[src/rtl/pc_ras_unit.sv]
// pc_ras_unit: next-PC selection with a circular return-address stack (RAS) for call/return.
// Ports: clka/reset (sync, active-high); pc_latch_data advances state; pc_ctl selects the source;
//   imm/sr1_val supply relative/absolute targets; pc_out, ras_count/full/empty, err and trap are registered.
// Build option: define PC_TRAP_EN to redirect RAS faults and misaligned targets to TRAP_VEC with a trap pulse.
module pc_ras_unit #(
  parameter int PC_BITS   = 6,
  parameter int PC_STEP   = 2,
  parameter int RAS_DEPTH = 4,
  parameter int RESET_PC  = 0,
  parameter int TRAP_VEC  = 0
) (
  input  logic                             clka,
  input  logic                             reset,
  input  logic                             pc_latch_data,
  input  logic [2:0]                       pc_ctl,
  input  logic [PC_BITS-1:0]               imm,
  input  logic [PC_BITS-1:0]               sr1_val,
  output logic [PC_BITS-1:0]               pc_out,
  output logic [$clog2(RAS_DEPTH+1)-1:0]   ras_count,
  output logic                             ras_full,
  output logic                             ras_empty,
  output logic                             err,
  output logic                             trap
);

  localparam int CNT_W = $clog2(RAS_DEPTH+1);
  localparam int PTR_W = (RAS_DEPTH > 1) ? $clog2(RAS_DEPTH) : 1;

  localparam logic [PC_BITS-1:0] LP_STEP     = PC_BITS'(PC_STEP);
  localparam logic [PC_BITS-1:0] LP_RESET_PC = PC_BITS'(RESET_PC);
  localparam logic [PC_BITS-1:0] LP_TRAP_VEC = PC_BITS'(TRAP_VEC);
  localparam logic [CNT_W-1:0]   LP_DEPTH    = CNT_W'(RAS_DEPTH);
  localparam logic [PTR_W-1:0]   LP_PTR_LAST = PTR_W'(RAS_DEPTH-1);

  typedef enum logic [2:0] {
    CTL_SEQ   = 3'b000,
    CTL_REL   = 3'b001,
    CTL_ABS   = 3'b010,
    CTL_CALLR = 3'b011,
    CTL_CALLA = 3'b100,
    CTL_RET   = 3'b101
  } pc_ctl_e;

  logic [PC_BITS-1:0] r_pc;
  logic [PC_BITS-1:0] r_ras [RAS_DEPTH];
  // r_wr_ptr is the next slot to write; when the stack is full it also points at the oldest entry,
  // so an overflowing push naturally overwrites it.
  logic [PTR_W-1:0]   r_wr_ptr;
  logic [CNT_W-1:0]   r_count;
  logic               r_full;
  logic               r_empty;
  logic               r_err;
  logic               r_trap;

  logic [PC_BITS-1:0] w_seq_pc;
  logic [PC_BITS-1:0] w_rel_pc;
  logic [PTR_W-1:0]   w_ptr_inc;
  logic [PTR_W-1:0]   w_ptr_dec;
  logic               w_is_push;
  logic               w_is_pop;
  logic               w_taken;
  logic [PC_BITS-1:0] w_target;
  logic               w_overflow;
  logic               w_underflow;
  logic               w_fault;
  logic               w_do_push;
  logic               w_do_pop;
  logic [PC_BITS-1:0] w_pc_nxt;
  logic [CNT_W-1:0]   w_count_nxt;
  logic [PTR_W-1:0]   w_ptr_nxt;

  assign w_seq_pc  = r_pc + LP_STEP;
  assign w_rel_pc  = r_pc + imm;
  assign w_ptr_inc = (r_wr_ptr == LP_PTR_LAST) ? '0 : r_wr_ptr + PTR_W'(1);
  assign w_ptr_dec = (r_wr_ptr == '0) ? LP_PTR_LAST : r_wr_ptr - PTR_W'(1);

  // Decode the requested source; 11x falls through to sequential.
  always_comb begin
    w_is_push = 1'b0;
    w_is_pop  = 1'b0;
    w_taken   = 1'b0;
    w_target  = w_seq_pc;
    case (pc_ctl)
      CTL_REL:   begin w_taken = 1'b1; w_target = w_rel_pc; end
      CTL_ABS:   begin w_taken = 1'b1; w_target = sr1_val;  end
      CTL_CALLR: begin w_taken = 1'b1; w_target = w_rel_pc; w_is_push = 1'b1; end
      CTL_CALLA: begin w_taken = 1'b1; w_target = sr1_val;  w_is_push = 1'b1; end
      CTL_RET:   begin w_taken = 1'b1; w_target = r_ras[w_ptr_dec]; w_is_pop = 1'b1; end
      default:   ;
    endcase
  end

  assign w_overflow  = w_is_push && (r_count == LP_DEPTH);
  assign w_underflow = w_is_pop  && (r_count == '0);

`ifdef PC_TRAP_EN
  localparam logic [PC_BITS-1:0] LP_ALIGN_MASK = PC_BITS'(PC_STEP-1);
  logic w_misalign;
  assign w_misalign = w_taken && !w_underflow && ((w_target & LP_ALIGN_MASK) != '0);
  assign w_fault    = w_overflow || w_underflow || w_misalign;
`else
  logic w_unused_taken;
  assign w_unused_taken = w_taken;
  assign w_fault        = 1'b0;
`endif

  // Next-state selection. A fault redirects to the trap vector and leaves the RAS untouched.
  always_comb begin
    w_do_push   = 1'b0;
    w_do_pop    = 1'b0;
    w_pc_nxt    = w_target;
    w_count_nxt = r_count;
    w_ptr_nxt   = r_wr_ptr;
    if (w_fault) begin
      w_pc_nxt = LP_TRAP_VEC;
    end else if (w_underflow) begin
      w_pc_nxt = w_seq_pc;
    end else if (w_is_push) begin
      w_do_push = 1'b1;
      w_ptr_nxt = w_ptr_inc;
      if (!w_overflow) begin
        w_count_nxt = r_count + CNT_W'(1);
      end
    end else if (w_is_pop) begin
      w_do_pop    = 1'b1;
      w_ptr_nxt   = w_ptr_dec;
      w_count_nxt = r_count - CNT_W'(1);
    end
  end

  always_ff @(posedge clka) begin
    if (reset) begin
      r_pc     <= LP_RESET_PC;
      r_wr_ptr <= '0;
      r_count  <= '0;
      r_full   <= 1'b0;
      r_empty  <= 1'b1;
      r_err    <= 1'b0;
      r_trap   <= 1'b0;
    end else if (pc_latch_data) begin
      r_pc     <= w_pc_nxt;
      r_wr_ptr <= w_ptr_nxt;
      r_count  <= w_count_nxt;
      r_full   <= (w_count_nxt == LP_DEPTH);
      r_empty  <= (w_count_nxt == '0);
      r_err    <= r_err || w_overflow || w_underflow;
      r_trap   <= w_fault;
    end else begin
      r_trap   <= 1'b0;
    end
  end

  // Stack storage carries no reset; its contents are meaningless until pushed.
  always_ff @(posedge clka) begin
    if (!reset && pc_latch_data && w_do_push) begin
      r_ras[r_wr_ptr] <= w_seq_pc;
    end
  end

  logic w_unused_pop;
  assign w_unused_pop = w_do_pop;

  assign pc_out    = r_pc;
  assign ras_count = r_count;
  assign ras_full  = r_full;
  assign ras_empty = r_empty;
  assign err       = r_err;
  assign trap      = r_trap;

endmodule

[config.mk]
export PLATFORM = sky130hd
export DESIGN_NAME = pc_ras_unit
export DESIGN_NICKNAME = d
export VERILOG_FILES = /design/src/rtl/pc_ras_unit.sv
export SDC_FILE = /design/constraint.sdc
export NUM_CORES = 1
export LEC_CHECK = 0
export CAP_MARGIN = 0
export CELL_PAD_IN_SITES_DETAIL_PLACEMENT = 0
export CELL_PAD_IN_SITES_GLOBAL_PLACEMENT = 1
export CORE_MARGIN = 3
export CORE_UTILIZATION = 39
export DETAILED_ROUTE_END_ITERATION = 7
export PLACE_DENSITY_LB_ADDON = 0.1
export SLEW_MARGIN = 20
export SYNTH_ARGS = -nofsm -noshare
export SYNTH_HDL_FRONTEND = slang
export SYNTH_SLANG_ARGS = --single-unit
[constraint.sdc]
create_clock -name clka -period 2.1 [get_ports clka]
set_input_delay 0.63 -clock clka [delete_from_list [all_inputs] [get_ports clka]]
set_output_delay 0.63 -clock clka [all_outputs]
set_load 0.02 [all_outputs]
[Yosys cells after proc, flatten, opt, wreduce, memory -nomap -nowiden]
Memory sizes are Yosys's and may differ from the RTL's.
Index checks and enable logic that the tools add are counted.
Storage, ports and cells
  register bits: 14
  memories: 1
  bits of input ports: 18
  bits in writable memories: 24
  output and inout port bits: 13
Memories
  r_ras: depth 4, width 6, read ports 1, clocked after memory_dff 0, wr ports 1, line 45  | logic [PC_BITS-1:0] r_ras [RAS_DEPTH];
Operators by class
  reductions and logical operators: 15
  $add $sub $neg: 6
  equality and inequality tests: 8
  bitwise logic cells: 1
  mux-type cells: 16
Operators with widths (number)
  case mux 6 bit (3 select lines): 1
  equality test 3 bit (second input constant): 4
  2-to-1 mux 3 bit: 4
  2-to-1 mux 2 bit: 4
  adder 6 x 2 -> 6 bit (second input constant): 1
  adder 6 bit: 1
  equality test 3 x 2 -> 1 bit (second input constant): 2
  zero test 3 bit: 2
  2-to-1 mux 1 bit: 6
  2-to-1 mux 6 bit: 1
  OR reduction 2 bit: 3
  logical AND 1 bit: 4
  adder 3 x 1 -> 3 bit (second input constant): 1
  equality test 3 x 1 -> 1 bit (second input constant): 1
  AND reduction 3 bit: 1
  subtractor 3 x 1 -> 3 bit (second input constant): 1
  adder 2 x 1 -> 2 bit (second input constant): 1
  equality test 2 bit (second input constant): 1
  zero test 2 bit: 1
  logical OR 1 bit: 2
  nonzero test 2 bit: 1
  subtractor 2 x 1 -> 2 bit (second input constant): 1
  zero test 1 bit: 1
  inverter 1 bit: 1

[Longest topological paths before layout]
Gate-level depths: netlist (run 1).
  word-level depth: 8
  depth in mapped cells: 9

[Worst setup path before layout (run 1)]
No wires, ideal clock.
  path type: input to register
  start: input imm[0]
  end: register r_pc[4] (netlist: pc_out[4])
  arrival: 2.072 ns
  library setup time: 0.117 ns
  required time: 1.983 ns
  setup slack: -0.089 ns
  buffers on the path: 0
  stages: 7
  path through: ha_1 fa_1 a21o_1 a21oi_1 xnor2_1 a221o_1 a22o_1
On the way
  word-level cells in the longest chain between the ends: 3
Ends and longest elaborated chain
  start: declaration: line 16  | input logic [PC_BITS-1:0] imm,
  adder 6 bit: line 73  | assign w_rel_pc = r_pc + imm;
  case mux 6 bit (3 select lines): line 83  | case (pc_ctl)
  2-to-1 mux 6 bit: line 116  | end else if (w_underflow) begin
  end signal: assignment: line 141  | r_pc <= w_pc_nxt;
  end: declaration: line 44  | logic [PC_BITS-1:0] r_pc;
Every way passes these cells.
A chain may end at the register's enable or synchronous reset.

[Worst setup path after layout (run 1)]
  start: input imm[2]
  end: register r_pc[4] (netlist: pc_out[4])
Same word-level chain as after synthesis.

==> results of run 1 <==
## where the power goes
part | internal [mW] | switching (mW) | leakage (nW) | total, mW
clock | 0.349 | 0.256 | 0.0579 | 0.606
combinational | 0.273 | 0.271 | 0.882 | 0.544
sequential | 0.829 | 0.0292 | 0.333 | 0.858
## worst register-to-register path, cell delays in order (launching register included)
cell and delay, ns:
dfxtp_1 0.36, inv_1 0.09, ha_1 0.32, inv_2 0.12, mux4_2 0.53, mux2i_1 0.15
o221a_2 0.21, o21ai_0 0.07
## flip-flops by register name (all words and copies together), names as in the netlist
signal	flops
err	1
pc_out	6
r_ras	24
r_wr_ptr	2
ras_count	3
ras_empty	1
ras_full	1
## cell usage after synthesis (all sizes together), types with 2 or more instances
cell type / n / area (um^2)
and2: 3 / 18.77
nor3: 2 / 10.01
a221oi: 4 / 47.55
nor2b: 3 / 18.77
a21o: 5 / 37.54
nand3: 4 / 20.02
o211ai: 2 / 15.01
nand2b: 6 / 37.54
xor2: 3 / 26.28
o31ai: 2 / 15.01
a22oi: 2 / 15.01
nand2: 9 / 50.05
mux2: 4 / 45.04
buf: 9 / 56.30
nor2: 15 / 56.30
nand3b: 3 / 22.52
mux2i: 6 / 60.06
o221a: 2 / 22.52
a21oi: 16 / 80.08
inv: 12 / 47.55
xnor2: 6 / 52.55
a22o: 2 / 17.52
o21ai: 17 / 85.08
clkbuf: 5 / 18.77
ha: 13 / 162.7
dfxtp: 14 / 280.3
edfxtp: 24 / 720.7
and3: 4 / 25.02
a211oi: 7 / 52.55
## per-layer routing
layer  part of all wire  track usage  vias to the layer above
met3              0.030      0.03554                        8
met4              0.014      0.05117                        0
met1               0.50       0.2319                      876
met5                  0            0                        -
met2               0.46       0.2690                       36
li1                   -            -                      975
## placed cells by master, fill, tap and decap left out, drive strengths merged, types with 4 or more instances in the layout
master,instances
and3,4
dfxtp,14
xnor2,6
edfxtp,24
mux2i,6
inv,12
a21o,5
nand2,9
nand3,4
a221oi,4
a211oi,7
buf,45
a21oi,16
ha,13
nor2,15
clkdlybuf4s50,23
clkbuf,5
nand2b,6
mux2,4
o21ai,17
## path summary, 6_finish.rpt
path | from | to | slack (ns) | cells past startpoint
setup / recovery | imm[2] | pc_out[4] | 0.06 | 7
hold / removal | ras_full | ras_full | 0.48 | 2
setup reg to reg | r_wr_ptr[1] | pc_out[5] | 0.13 | 7
hold reg to reg | ras_full | ras_full | 0.48 | 2
## layout make-up
cell class	instances	area share
multi-input combinational	163	0.3999
timing repair buffer	74	0.2010
clock inverter	3	0.01278
tap	72	0.02877
inverter	12	0.01518
clock buffer	5	0.02197
sequential	38	0.3204
## stage by stage
step	cells	TNS [ns]
CTS	367	-0.02652
global route	367	0
detailed placement	359	-12.75
global placement	359	-12.46
floorplan	227	0
finish	367	0
## cells by family (layout without fill, tap and decap cells)
group                    Yosys count  in the layout  synth area share
AO/OA/AOI/OAI                     71             71            0.2150
XOR/XNOR                           9              9           0.03369
adder cells (fa/ha/maj)           14             14           0.07808
buffers and inverters             26             94           0.05241
flip-flops                        38             38            0.4278
multiplexers                      11             11           0.05454
other                              1              1          0.001603
AND/OR/NAND/NOR                   57             57            0.1369
## what timing repair did
action / 4_1_cts / 5_1_grt
hold buffers: 0 / 0
pin swaps: 1 / 4
gates resized for setup: 8 / 5
gates cloned: 0 / 0
setup endpoints to repair: 34 / 4
==> run_results.csv, run 1 <==
group,metric,value,unit
power_and_ir_drop,power_density,641.1,nW/um^2
timing,fin_crit,2.036,ns
grt,grt_max_degree,13,
clocking,clk_pin_slew,0.08,ns
worst_hold_path,hold_path.class,"reg -> reg",
timing,max_freq,491.1,MHz
yosys,synthesis.nets,259,
status,status,"finished, final reports clean",
layout,areaGrowthSynthToFinish,33.85,%
clocking,clock_sinks,38,
clocking,cts_setup_buffers,0,
power_and_ir_drop,total_power,2.008,mW
layout,fill_cells,511,
worst_setup_path,cp_num_buf_inv,1,
timing,drv_slew,0,
routing,route.detailed.drc,0,
worst_setup_path,cp_data_arrival_time,2.22,ns
worst_setup_path,crit_slowest_cell,"clkdlybuf4s50_1",
placement,placed_area,3002,um^2
layout,multiInputGateArea,1252,um^2
timing,fin_crit_sh,0.9697,
worst_setup_path,critical_path.max_fanout,3,
layout,fin_nets,326,
routing,drt-initial-drc-count,84,
routing,postRouteAntennaNets,0,
routing,wl_per_cell,15.34,um
clocking,clockBufferDepth,2,
timing,final.setup_skew,0.005853,ns
timing,hold_ws,0.4845,ns
grt,grt_pass1_wl,9384,um
power_and_ir_drop,max-vdd-ir-drop,407.3,uV
worst_setup_path,worst_setup_path_end_kind,"register",
flow_run,cap_violations,0,
yosys,synth-edff-count,24,
worst_setup_path,slowest_delay,0.51,ns
routing,vias_per_cell,5.163,
floorplanning,die_x,83.46,um
yosys,syn_area,2340,um^2
floorplanning,num_rows,27,
yosys,async_flop_share,0,
worst_setup_path,crit_chain,"clkdlybuf4s50_1 -> ha_4 -> a21o_1 -> a21oi_2 -> xnor2_1 -> a221o_1 -> a22o_1",
layout,regArea,1003,um^2
grt,grt_pass1_vias,1929,
floorplanning,dieArea,6965,um^2
clocking,cts_buffers,5,
yosys,synth.avg_cell_area,10.31,um^2
layout,layout-drive-gt1-share,0.2508,
yosys,yosysWarnings,0,
worst_setup_path,cp-start-kind,"primary input",
power_and_ir_drop,leakage,1.273,nW
worst_setup_path,critPathKind,"in -> reg",
timing,rsz0062_at_grt,"no",
clocking,cts_max_level,2,
yosys,synth_seq_cells,38,
yosys,synthFlopType,"edfxtp_1",
clocking,root_buffer,"clkbuf_8",
clocking,tritoncts,"yes",
floorplanning,core-area,5642,um^2
timing,hold_viol_final,0,
routing,dr.pass1.iters,4,
clocking,clk_latency,0.29,ns
layout,fin_util,0.5551,
worst_setup_path,cp.required,2.29,ns
placement,place_congestion,0.8384,
grt,overflow,0,
layout,antennaDiodeCount,0,
timing,setup_slack,0.06363,ns
floorplanning,pin_count,31,
routing,via_count,1895,
grt,antenna_found_initial,0,
yosys,ys_seq_area_frac,0.4278,
worst_setup_path,crit_family,"compound AO/OA/AOI/OAI gates",
layout,stdcell_area,3132,um^2
yosys,ys_types,58,
floorplanning,start_util,0.4147,
placement,io_buffers,29,
routing,wl,5628,um
yosys,synth_cells,227,
grt,grtUsageTotal,0.1691,
floorplanning,die_h,83.46,um
placement,pre_cts_ws,-0.5433,ns
placement,dpl.hpwl,4528,um
timing,setup_violations,0,
Note: power is estimated with default switching activity, not from simulation.
==> run 2, diff against run 1 <==
--- a/config.mk
+++ b/config.mk
@@ -11,7 +11,7 @@
 export CORE_MARGIN = 3
 export CORE_UTILIZATION = 39
 export DETAILED_ROUTE_END_ITERATION = 7
-export PLACE_DENSITY_LB_ADDON = 0.1
+export PLACE_DENSITY = 0.77
 export SLEW_MARGIN = 20
 export SYNTH_ARGS = -nofsm -noshare
 export SYNTH_HDL_FRONTEND = slang
==> run_results.csv, run 2 (same netlist as run 1, synthesis figures left out) <==
group,metric,value,unit
worst_setup_path,worst-path-stages,1,
status,status,"finished, final reports clean",
floorplanning,die_h,83.46,um
power_and_ir_drop,max-vdd-ir-drop,244.1,uV
routing,wl,6020,um
power_and_ir_drop,power_density,611.6,nW/um^2
floorplanning,die_x,83.46,um
layout,regMostFlops,"r_ras",
layout,antennaDiodeCount,0,
routing,dr.pass1.iters,4,
layout,layout-drive-gt1-share,0.2635,
clocking,clockBufferDepth,2,
worst_setup_path,crit_slowest_cell,"clkdlybuf4s50_1",
layout,areaGrowthSynthToFinish,33.64,%
timing,hold_viol_final,0,
worst_setup_path,critical_path.max_fanout,5,
floorplanning,pin_count,31,
layout,fin_nets,327,
layout,fill_cells,515,
timing,setup_violations,0,
clocking,cts_buffers,5,
timing,final.setup_skew,0.005438,ns
clocking,clk_latency,0.29,ns
grt,antenna_found_initial,0,
worst_hold_path,hold_path_depth,1,
layout,final_cell_mix,"buf_4, edfxtp_1, clkdlybuf4s50_1",
routing,route.detailed.drc,0,
worst_setup_path,cp-start-kind,"register",
routing,vias_per_cell,5.359,
clocking,cts_max_level,2,
clocking,root_buffer,"clkbuf_8",
worst_setup_path,reg2reg_depth,7,
floorplanning,core-area,5642,um^2
routing,postRouteAntennaNets,0,
worst_setup_path,slowest_delay,0.66,ns
flow_run,cap_violations,0,
placement,placed_area,3002,um^2
layout,layout_commonest_cell,"buf_4",
timing,max_freq,483.7,MHz
worst_setup_path,cp_num_buf_inv,1,
grt,grtUsageTotal,0.1779,
grt,grt_max_degree,13,
worst_setup_path,crit_family,"buffers and inverters",
clocking,clk_pin_slew,0.08,ns
grt,grt_pass1_wl,9894,um
clocking,cts_hold_buf,0,
placement,dpl.hpwl,4699,um
worst_setup_path,critPathKind,"reg -> out",
placement,io_buffers,29,
worst_setup_path,crit_chain,"clkdlybuf4s50_1",
layout,stdcell_area,3127,um^2
grt,grt_pass1_vias,1946,
placement,place_congestion,0.8053,
worst_hold_path,hold_path.class,"reg -> reg",
routing,drt-initial-drc-count,121,
grt,overflow,0,
power_and_ir_drop,leakage,1.257,nW
worst_setup_path,cp_data_arrival_time,1.44,ns
worst_setup_path,worst_setup_path_end_kind,"primary output",
timing,drv_slew,0,
power_and_ir_drop,total_power,1.912,mW
routing,wl_per_cell,16.36,um
routing,via_count,1972,
clocking,clock_sinks,38,
timing,fin_crit_sh,0.9845,
worst_setup_path,cp.required,1.47,ns
floorplanning,start_util,0.4147,
clocking,tritoncts,"yes",
floorplanning,dieArea,6965,um^2
timing,tns,0,ns
layout,largest_register_ff_count,24,
timing,fin_crit,2.067,ns
floorplanning,num_rows,27,
==> run 2: stage by stage <==
step | cells | util | setup WS, ns | hold WS, ns
floorplan | 227 | - | 0.002035 | 0.4985
global placement | 359 | 0.5320 | -0.5508 | 0.4634
detailed placement | 359 | 0.5320 | -0.5876 | 0.4734
CTS | 367 | 0.5465 | 0.02500 | 0.4917
global route | 368 | 0.5542 | -0.006370 | 0.5195
finish | 368 | 0.5542 | 0.03252 | 0.4814
==> run 2: cell type report <==
class | instances | area, um^2 | share of cell area
clock buffers | 6 | 72.57 | 0.02321
clock inverters | 2 | 10.01 | 0.003201
inverters | 12 | 47.55 | 0.01521
multi-input cells | 163 | 1267 | 0.4054
flip-flops and latches | 38 | 1005 | 0.3213
well taps | 72 | 90.09 | 0.02881
repair buffers | 75 | 634.4 | 0.2029
==> run 2: what timing repair did <==
item | CTS | global route
hold endpoints to repair | 0 | 0
endpoints found under the setup margin | 32 | 2
pin swaps | 3 | 3
buffers inserted | 0 | 1
resized for setup | 9 | 7
==> run 2: power by group <==
group | leakage [nW] | internal (mW) | switching [mW]
Sequential | 0.334 | 0.829 | 0.0306
Combinational | 0.878 | 0.281 | 0.280
Clock | 0.0450 | 0.230 | 0.261
==> run 2: final timing paths <==
kind,startpoint,to,slack [ns]
worst max-delay path,pc_out[2],pc_out[2],0.03
worst min-delay path,err,err,0.48
worst max register to register,r_wr_ptr[0],pc_out[5],0.11
worst min register to register,err,err,0.48
==> run 2: worst register-to-register path, stage by stage (launching register included) <==
cell	delay, ns
dfxtp_1	0.33
inv_1	0.08
ha_1	0.35
inv_2	0.14
mux4_2	0.55
mux2i_1	0.17
o221a_2	0.21
o21ai_0	0.06
==> run 2: routing by layer <==
layer  wire [um]  up-vias  global-route usage
met5           0        -                   0
met1        2725      941              0.2324
met2        2998       45              0.3090
met4          53        0             0.03947
met3         242        6             0.02962
li1            -      980                   -
==> run 3, diff against run 2 <==
--- a/config.mk
+++ b/config.mk
@@ -9,9 +9,10 @@
 export CELL_PAD_IN_SITES_DETAIL_PLACEMENT = 0
 export CELL_PAD_IN_SITES_GLOBAL_PLACEMENT = 1
 export CORE_MARGIN = 3
-export CORE_UTILIZATION = 39
+export CORE_UTILIZATION = 46
 export DETAILED_ROUTE_END_ITERATION = 7
-export PLACE_DENSITY = 0.77
+export MAX_ROUTING_LAYER = met4
+export PLACE_DENSITY = 0.85
 export SLEW_MARGIN = 20
 export SYNTH_ARGS = -nofsm -noshare
 export SYNTH_HDL_FRONTEND = slang
==> constraint.sdc (replaced) <==
create_clock -name clka -period 2.4 [get_ports clka]
set_input_delay 0.72 -clock clka [delete_from_list [all_inputs] [get_ports clka]]
set_output_delay 0.72 -clock clka [all_outputs]
set_load 0.02 [all_outputs]
==> run_results.csv, run 3 (same netlist as run 1, synthesis figures left out) <==
group,metric,value,unit
timing,fin_crit,2.358,ns
flow_run,cap_violations,0,
worst_setup_path,critPathCapture,"pc_out[4]",
placement,dp_cells,347,
worst_setup_path,crit_path_start,"imm[0]",
layout,layout-drive-gt1-share,0.2222,
worst_setup_path,critPathKind,"in -> reg",
timing,max_freq,424.1,MHz
layout,fin_util,0.6291,
clocking,clk_latency,0.29,ns
layout,regMostFlops,"r_ras",
floorplanning,die_h,77.32,um
routing,wl,5663,um
status,status,"finished, final reports clean",
placement,io_buffers,29,
layout,fin_nets,319,
floorplanning,num_rows,25,
floorplanning,start_util,0.4857,
layout,largest_register_ff_count,24,
clocking,cts_buffers,5,
grt,grt_max_degree,13,
placement,place_congestion,0.8446,
clocking,cts_max_level,2,
routing,route.detailed.drc,0,
layout,fin_cells,355,
worst_setup_path,cp-start-kind,"primary input",
placement,dpl.hpwl,4371,um
routing,wl_per_cell,15.95,um
floorplanning,pin_count,31,
power_and_ir_drop,total_power,1.628,mW
floorplanning,die_x,77.32,um
placement,pre_cts_ws,-0.3485,ns
worst_setup_path,worst_setup_path_end_kind,"register",
worst_setup_path,reg2reg_depth,8,
timing,setup_slack,0.04180,ns
timing,fin_crit_sh,0.9826,
clocking,cts_setup_buffers,0,
timing,rsz0062_at_grt,"no",
layout,multiInputGateArea,1240,um^2
floorplanning,dieArea,5978,um^2
grt,grt_pass1_vias,1863,
layout,regArea,1001,um^2
layout,final_cell_mix,"buf_4, clkdlybuf4s50_1, edfxtp_1",
clocking,clock_sinks,38,
worst_setup_path,r2r-start,"ras_count[1]",
routing,postRouteAntennaNets,0,
layout,areaGrowthSynthToFinish,29.52,%
routing,via_count,1902,
routing,dr.pass1.iters,4,
timing,drv_slew,0,
timing,final.setup_skew,0.007453,ns
grt,overflow,0,
grt,grt_pass1_wl,9273,um
timing,hold_viol_final,0,
clocking,clockBufferDepth,2,
power_and_ir_drop,leakage,1.199,nW
layout,layout_commonest_cell,"buf_4",
clocking,cts_hold_buf,0,
layout,antennaDiodeCount,0,
layout,fill_cells,420,
routing,vias_per_cell,5.358,
power_and_ir_drop,max-vdd-ir-drop,246.9,uV
floorplanning,core-area,4817,um^2
clocking,root_buffer,"clkbuf_8",
grt,antenna_found_initial,0,
worst_setup_path,cp_data_arrival_time,2.55,ns
timing,setup_violations,0,
timing,hold_ws,0.4832,ns
routing,drt-initial-drc-count,154,
power_and_ir_drop,power_density,537.3,nW/um^2
worst_setup_path,cp.required,2.59,ns
clocking,tritoncts,"yes",
worst_setup_path,rrSetupSlack,0.34,ns
clocking,clk_pin_slew,0.07,ns
worst_setup_path,critical_path.max_fanout,2,
grt,grtUsageTotal,0.2073,
worst_setup_path,r2r-end,"pc_out[4]",
worst_hold_path,hold_path.class,"reg -> reg",
[run 3: cell types whose count changed in the layout (fill, tap and decap cells not counted), sizes merged]
cell | previous run | this run
buf | 46 | 38
dlymetal6s2s | 1 | 0
dlygate4sd2 | 4 | 0
clkdlybuf4s50 | 23 | 29
clkdlybuf4s15 | 1 | 0
[run 3: worst min path at each step]
stage	end	cells past startpoint	from
after floorplan	r_wr_ptr[1]	2	r_wr_ptr[1]
after global placement	err	1	err
after detailed placement	ras_full	2	ras_full
after CTS	ras_full	2	ras_full
after global routing	ras_full	2	ras_full
final	ras_full	2	ras_full
[run 3: repair_timing]
item / in CTS / in global routing
pin swaps: 0 / 0
gates resized for setup: 1 / 7
endpoints found under the setup margin: 1 / 3
[run 3: area by class of cell]
| type | instances | area share |
|---|---|---|
| clock buffers | 6 | 0.02395 |
| clock inverters | 2 | 0.003303 |
| inverters | 12 | 0.01569 |
| multi-input cells | 163 | 0.4092 |
| flip-flops and latches | 38 | 0.3303 |
| well taps | 67 | 0.02766 |
| repair buffers | 67 | 0.1899 |
[run 3: critical path, stage by stage]
cell and delay, ns:
clkdlybuf4s50_1 0.41, ha_2 0.21, fa_2 0.34, a21o_1 0.18, a21oi_2 0.16, xnor2_1 0.07, a221o_1 0.29, a22o_1 0.17
[run 3: per-stage QoR]
stage | area, um^2 | setup TNS, ns
2_1_floorplan | 2340 | 0
3_3_place_gp | 2924 | -5.023
3_5_place_dp | 2924 | -5.545
4_1_cts | 3009 | 0
5_1_grt | 3030 | 0
6_report | 3030 | 0
[run 3: power breakdown]
part           switching, mW  leakage, nW  total (mW)  internal [mW]
registers             0.0271        0.333       0.752          0.725
clock network          0.217       0.0450       0.418          0.201
logic                  0.237        0.821       0.458          0.221
[run 3: per-layer routing]
| layer | track usage | vias to the layer above | wire, um |
|---|---|---|---|
| li1 | - | 967 | - |
| met1 | 0.2647 | 868 | 2567 |
| met2 | 0.3299 | 53 | 2711 |
| met3 | 0.03873 | 14 | 242 |
| met4 | 0.07295 | 0 | 141 |
| met5 | - | - | 0 |
